<file path="config.mk">
export PLATFORM = sky130hd
export DESIGN_NAME = dsp_issue_ctrl
export DESIGN_NICKNAME = d
export VERILOG_FILES = /design/src/rtl/dsp_issue_ctrl.sv
export SDC_FILE = /design/constraint.sdc
export NUM_CORES = 2
export LEC_CHECK = 0
export CAP_MARGIN = 20
export CELL_PAD_IN_SITES_DETAIL_PLACEMENT = 0
export CELL_PAD_IN_SITES_GLOBAL_PLACEMENT = 1
export CORE_MARGIN = 3
export CORE_UTILIZATION = 51
export DETAILED_ROUTE_END_ITERATION = 10
export PLACE_DENSITY_LB_ADDON = 0.1
export SLEW_MARGIN = 20
export SYNTH_ARGS = -nofsm -noshare
export SYNTH_HDL_FRONTEND = slang
export SYNTH_SLANG_ARGS = --single-unit
</file>
<file path="constraint.sdc">
create_clock -name clk -period 7.5 [get_ports clk]
set_input_delay 0.75 -clock clk [delete_from_list [all_inputs] [get_ports clk]]
set_output_delay 0.75 -clock clk [all_outputs]
set_load 0.005 [all_outputs]
</file>
<file path="src/rtl/dsp_issue_ctrl.sv">
// Issue controller for a small DSP datapath: register file, busy scoreboard,
// in-order single-issue of ADD/MPY to an external execution unit, LD/MOV
// retired locally, and result writeback.
//
//   state   | meaning
//   --------+----------------------------------------------------------
//   S_IDLE  | accepting instructions (stalls on scoreboard hazard)
//   S_ISSUE | ADD/MPY operands presented, waiting for iss_ready
module dsp_issue_ctrl #(
    parameter int DW   = 32,
    parameter int NREG = 16,
    parameter int IMMW = 8
) (
    input  logic            clk,
    input  logic            nrst,
    input  logic            in_valid,
    output logic            in_ready,
    input  logic [5:0]      in_op,
    input  logic [4:0]      in_rs,
    input  logic [4:0]      in_rt,
    input  logic [4:0]      in_rd,
    input  logic [IMMW-1:0] in_imm,
    output logic            iss_valid,
    input  logic            iss_ready,
    output logic [DW-1:0]   iss_a,
    output logic [DW-1:0]   iss_b,
    output logic [2:0]      iss_func,
    output logic [4:0]      iss_rd,
    input  logic            wb_valid,
    input  logic [4:0]      wb_rd,
    input  logic [DW-1:0]   wb_data,
    input  logic [4:0]      dbg_addr,
    output logic [DW-1:0]   dbg_data,
    output logic [NREG-1:0] busy_vec,
    output logic            err_illegal
);

    localparam logic [5:0] OP_LD   = 6'd1;
    localparam logic [5:0] OP_MPY  = 6'd2;
    localparam logic [5:0] OP_ADD  = 6'd3;
    localparam logic [5:0] OP_MOV  = 6'd4;
    localparam logic [2:0] FN_ADD  = 3'd1;
    localparam logic [2:0] FN_MPY  = 3'd2;
    localparam logic [5:0] NREG_W  = 6'(NREG);

    typedef enum logic {S_IDLE, S_ISSUE} state_t;

    state_t          state, state_nxt;
    logic [DW-1:0]   regs [32];
    logic [31:0]     busy_all;
    logic            is_ld, is_mov, is_arith;
    logic            use_rs, use_rt, use_rd;
    logic            illegal, hazard;
    logic            accept, ins_do, ins_we, wb_ok;
    logic [DW-1:0]   ins_wdata;
    logic [31:0]     wb_clr, iss_set;

    // Entries at or above NREG are tied to zero so any 5-bit index reads safely.
    assign busy_all = 32'(busy_vec);

    // Instruction decode, legality and scoreboard hazard; illegal ones never stall.
    always_comb begin
        is_ld    = (in_op == OP_LD);
        is_mov   = (in_op == OP_MOV);
        is_arith = (in_op == OP_ADD) || (in_op == OP_MPY);
        use_rs   = is_mov || is_arith;
        use_rt   = is_arith;
        use_rd   = is_ld || is_mov || is_arith;
        illegal  = (in_op > OP_MOV)
                || (use_rs && ({1'b0, in_rs} >= NREG_W))
                || (use_rt && ({1'b0, in_rt} >= NREG_W))
                || (use_rd && ({1'b0, in_rd} >= NREG_W));
        hazard   = !illegal && ((use_rs && busy_all[in_rs])
                             || (use_rt && busy_all[in_rt])
                             || (use_rd && busy_all[in_rd]));
    end

    // Next-state and handshake outputs.
    always_comb begin
        state_nxt = state;
        in_ready  = 1'b0;
        iss_valid = 1'b0;
        case (state)
            S_IDLE: begin
                in_ready = !hazard;
                if (in_valid && !hazard && !illegal && is_arith)
                    state_nxt = S_ISSUE;
            end
            S_ISSUE: begin
                iss_valid = 1'b1;
                if (iss_ready)
                    state_nxt = S_IDLE;
            end
            default: state_nxt = S_IDLE;
        endcase
    end

    // Write strobes shared by the register file and scoreboard.
    always_comb begin
        accept    = in_valid && in_ready;
        ins_do    = accept && !illegal;
        ins_we    = ins_do && (is_ld || is_mov);
        ins_wdata = is_ld ? DW'(in_imm) : regs[in_rs];
        wb_ok     = wb_valid && ({1'b0, wb_rd} < NREG_W);
        wb_clr    = wb_ok ? (32'd1 << wb_rd) : 32'd0;
        iss_set   = (ins_do && is_arith) ? (32'd1 << in_rd) : 32'd0;
    end

    for (genvar g = 0; g < 32; g++) begin : g_reg
        if (g < NREG) begin : g_used
            logic [DW-1:0] q;
            // Register entry: local LD/MOV result takes precedence over writeback.
            always_ff @(posedge clk) begin
                if (!nrst)
                    q <= '0;
                else if (ins_we && (in_rd == 5'(g)))
                    q <= ins_wdata;
                else if (wb_ok && (wb_rd == 5'(g)))
                    q <= wb_data;
            end
            assign regs[g] = q;
        end else begin : g_unused
            assign regs[g] = '0;
        end
    end

    // FSM state register.
    always_ff @(posedge clk) begin
        if (!nrst)
            state <= S_IDLE;
        else
            state <= state_nxt;
    end

    // Scoreboard, issue operand latch and illegal-instruction pulse.
    always_ff @(posedge clk) begin
        if (!nrst) begin
            busy_vec    <= '0;
            iss_a       <= '0;
            iss_b       <= '0;
            iss_func    <= '0;
            iss_rd      <= '0;
            err_illegal <= 1'b0;
        end else begin
            busy_vec    <= (busy_vec & ~wb_clr[NREG-1:0]) | iss_set[NREG-1:0];
            err_illegal <= accept && illegal;
            if (ins_do && is_arith) begin
                iss_a    <= regs[in_rs];
                iss_b    <= regs[in_rt];
                iss_func <= (in_op == OP_ADD) ? FN_ADD : FN_MPY;
                iss_rd   <= in_rd;
            end
        end
    end

    assign dbg_data = ({1'b0, dbg_addr} < NREG_W) ? regs[dbg_addr] : '0;

endmodule

</file>
==> impl_results.md <==
- WP data arrival: around 3.9 ns
- Maximum VDD drop: ~150 uV
- CTS tree: yes
- Initial DRC Count: 5,915
- P_leak: between 10 and 15 nW
- Final setup TNS: 0 ns
- Antenna violations before repair: 12
- Placed cell count: about 5,400
- R2R setup slack: just under 4 ns
- CP Launch Point: in_rs[2]
- Global-route usage over all layers: 0.423
- Worst Skew: roughly 0.02 ns
- M1 GR Usage: 0.567
- Fraction of layout instances using a drive strength above 1: 0.179
- Period Utilization, post-route: 0.619
- Syn Nets: 4,761
- Die width: 285 um
- Kind of start point of the critical path: input pin
- Clock tree buffer depth: 3
- Yosys synthesis warning count: 0
- Status: complete, no violations
- Non-filler instance count after layout: ~5,600
- Synth Cell Area: just under 0.04 sq mm
- Worst slew margin: 0.171
- Synth Flop Type: dfxtp_1
- Crit Path Class: input pin to output port
- Data required time of the worst path: slightly below 7 ns
- Post-synth EDFFs: 0
- I/O pins: between 150 and 200
- Mean area per synthesized cell: 8.49 sq um
- Crit-path max FO: slightly above 200
- Largest net degree at the start of global routing: between 200 and 250
- Starting Density: 0.520
- Vias post-DR: 39,300
- ANT nets after route: 0
- Reg-to-Reg Start: busy_vec[15]
- Fmax: 215 MHz
- Reg2Reg Depth: 8
- Hold violation count in the final report: 0
- Placed Area: between 0.04 and 0.05 sq mm
- Final instance area: ~0.044 sq mm
- Synth top area share: 0.302
- Clk root buf: clkbuf_16
- HP Class: register to register
- Grt met2 use: 0.621
- Min Tclk post-route: roughly 4.6 ns
- Core box area: 0.0766 sq mm
- DRC viols: 0
- Clock sinks: roughly 600
- Post-CTS sizing: 0
- Leading area contributor after synthesis: dfxtp_1
- Synth Register Bits: between 600 and 700
- Global Route met3 Usage: 0.122
- Hold Path Stages: 2
- Most used routing layer: met2
- CTS HTree Levels: 3
- Clock latency at the later pin of the worst-skew pair: roughly 0.64 ns
- Die H: 285 um
- Mapped Cells: roughly 4,700
- Final core utilization: 0.578
- Count of pins over their slew limit: 0
- Post-synthesis async set-or-reset flop share: 0
- CTS buffer count: between 70 and 80
- Drt wl/cell: 31.8 um
- CP endpoint: in_ready
- Vias in the first global route: 36,100
- Post-DP HPWL: ~96 mm
- Power Density: about 170 mW/mm^2
- RSZ-0062 raised after global routing: no
- Routed wire length: ~180 mm
- # nets final: 4,542
- Max-Cap Viols: 0
- Hold_buf cts: 0
- Routability cong.: around 0.86
- Clk pin slew, worst setup/hold paths: ~0.060 ns
- Final hold slack: roughly 0.46 ns
- Final setup viols: 0
- Slew @ Worst Pin: between 1 and 1.5 ns
- Grt total ovfl: 0
- Largest cells by area after synthesis: dfxtp_1, mux4_2, o21ai_0
- Rows: roughly 100
- Die area: 0.0814 sq mm
- Post-CTS Setup Bufs: 0
- Distinct cells, synth: 56
- Worst Setup End Kind: output port
- # port buffers: 197
- Seq/Total Area, Yosys: 0.302
- Drt pass-1 iters: 6
- DR vias/cell: between 7 and 8
- First-pass GRT wire length: 254 mm
- R2r endpoint: g_reg[0].g_used.q[6]
- Area grow syn2layout: 11.2%
[registers in the layout, indices dropped and copies added (netlist names)]
| register | cells |
|---|---|
| iss_rd | 5 |
| iss_b | 32 |
| iss_func | 2 |
| g.g_used.q | 512 |
| state | 1 |
| err_illegal | 1 |
| busy_vec | 16 |
| iss_a | 32 |
[report_power, final]
group	internal, mW	switching [mW]
logic	0.212	0.431
registers	3.21	0.0186
clock network	2.17	1.52
total	5.59	1.97
[routing by layer]
metal,routed length [um],up-vias,share of wire
met5,0,-,0
li1,-,16500,-
met4,11100,0,0.063
met1,64500,19000,0.36
met2,76300,3102,0.43
met3,24800,681,0.14
[critical path, cell delays in order]
cell             delay [ns]
buf_2                  0.54
buf_4                  0.57
nand2_1                0.13
a221o_1                0.37
o211ai_1               0.17
buf_12                 0.64
a21oi_1                0.16
clkdlybuf4s50_1        0.49
[synth_stat cells (2+ instances only)]
cell type	n
o2bb2ai_2	30
and2_1	16
nand3_1	60
inv_2	2
buf_6	7
o21ai_0	1006
inv_1	33
nor4_1	5
and3_1	12
mux4_2	491
nand3b_1	2
o31ai_1	16
a31oi_1	2
nor2_1	9
nor4bb_1	2
buf_1	38
nand2b_1	4
o21ai_1	19
mux2i_1	39
clkbuf_1	509
dfxtp_1	601
nand2_1	1117
or3_1	4
o2bb2ai_1	2
a22o_1	2
nor3_1	14
a21oi_1	523
and2_0	9
nor4b_1	2
buf_2	28
nand4_1	17
nor2b_1	39
o211ai_1	2
[metrics by stage]
step	setup WS [ns]	power (mW)
after floorplan	3.81	3.71
after global routing	2.77	7.70
final	2.85	7.56
after global placement	2.66	3.92
after CTS	2.91	7.54
after detailed placement	2.58	3.92
[worst min path at each step]
stage                        endpoint        start
final                       iss_a[22]    iss_a[22]
after CTS                   iss_a[22]    iss_a[22]
after floorplan           iss_func[0]  iss_func[0]
after global placement      iss_rd[4]    iss_rd[4]
after detailed placement    iss_rd[4]    iss_rd[4]
after global routing        iss_a[22]    iss_a[22]
[area by class of cell]
type	instances	area (sq um)
repair buffers	290	2720
clock inverters	13	93.8
well taps	1030	1290
clock buffers	115	2340
fillers	6851	32300
flip-flops and latches	601	12000
inverters	35	139
diodes	14	35.0
multi-input cells	3465	25600
[cells by family (layout without fill, tap and decap cells)]
kind of cell           count (synthesis)  in the layout  synth area share
AO/OA/AOI/OAI                       1611           1611             0.213
XOR/XNOR                               1              1          0.000220
buffers and inverters                619            453            0.0607
flip-flops                           601            601             0.302
multiplexers                         533            533             0.289
other                                  1             15         0.0000943
AND/OR/NAND/NOR                     1319           1319             0.135
[cell usage in the layout, fill, tap and decap left out, types with 4 or more instances in the layout]
master,n
mux4_2,491
clkdlybuf4s50_1,184
o2bb2ai_2,30
buf_4,91
nand2_1,1105
nor2b_1,38
nand3_1,40
clkinv_2,11
buf_12,4
and2_2,12
buf_2,4
inv_1,32
nor2_1,9
and2_1,13
dfxtp_1,601
o31ai_1,16
nor4_1,5
o21ai_1,19
clkbuf_8,23
mux2i_1,39
nand4_1,17
a21oi_1,520
nand2_2,11
o21ai_0,1006
nor3_1,13
and3_1,8
nand3_2,16
buf_8,4
nand2b_1,4
clkbuf_1,13
clkbuf_16,79
diode_2,14
nand3_4,4
(Power assumes the default switching activity.)
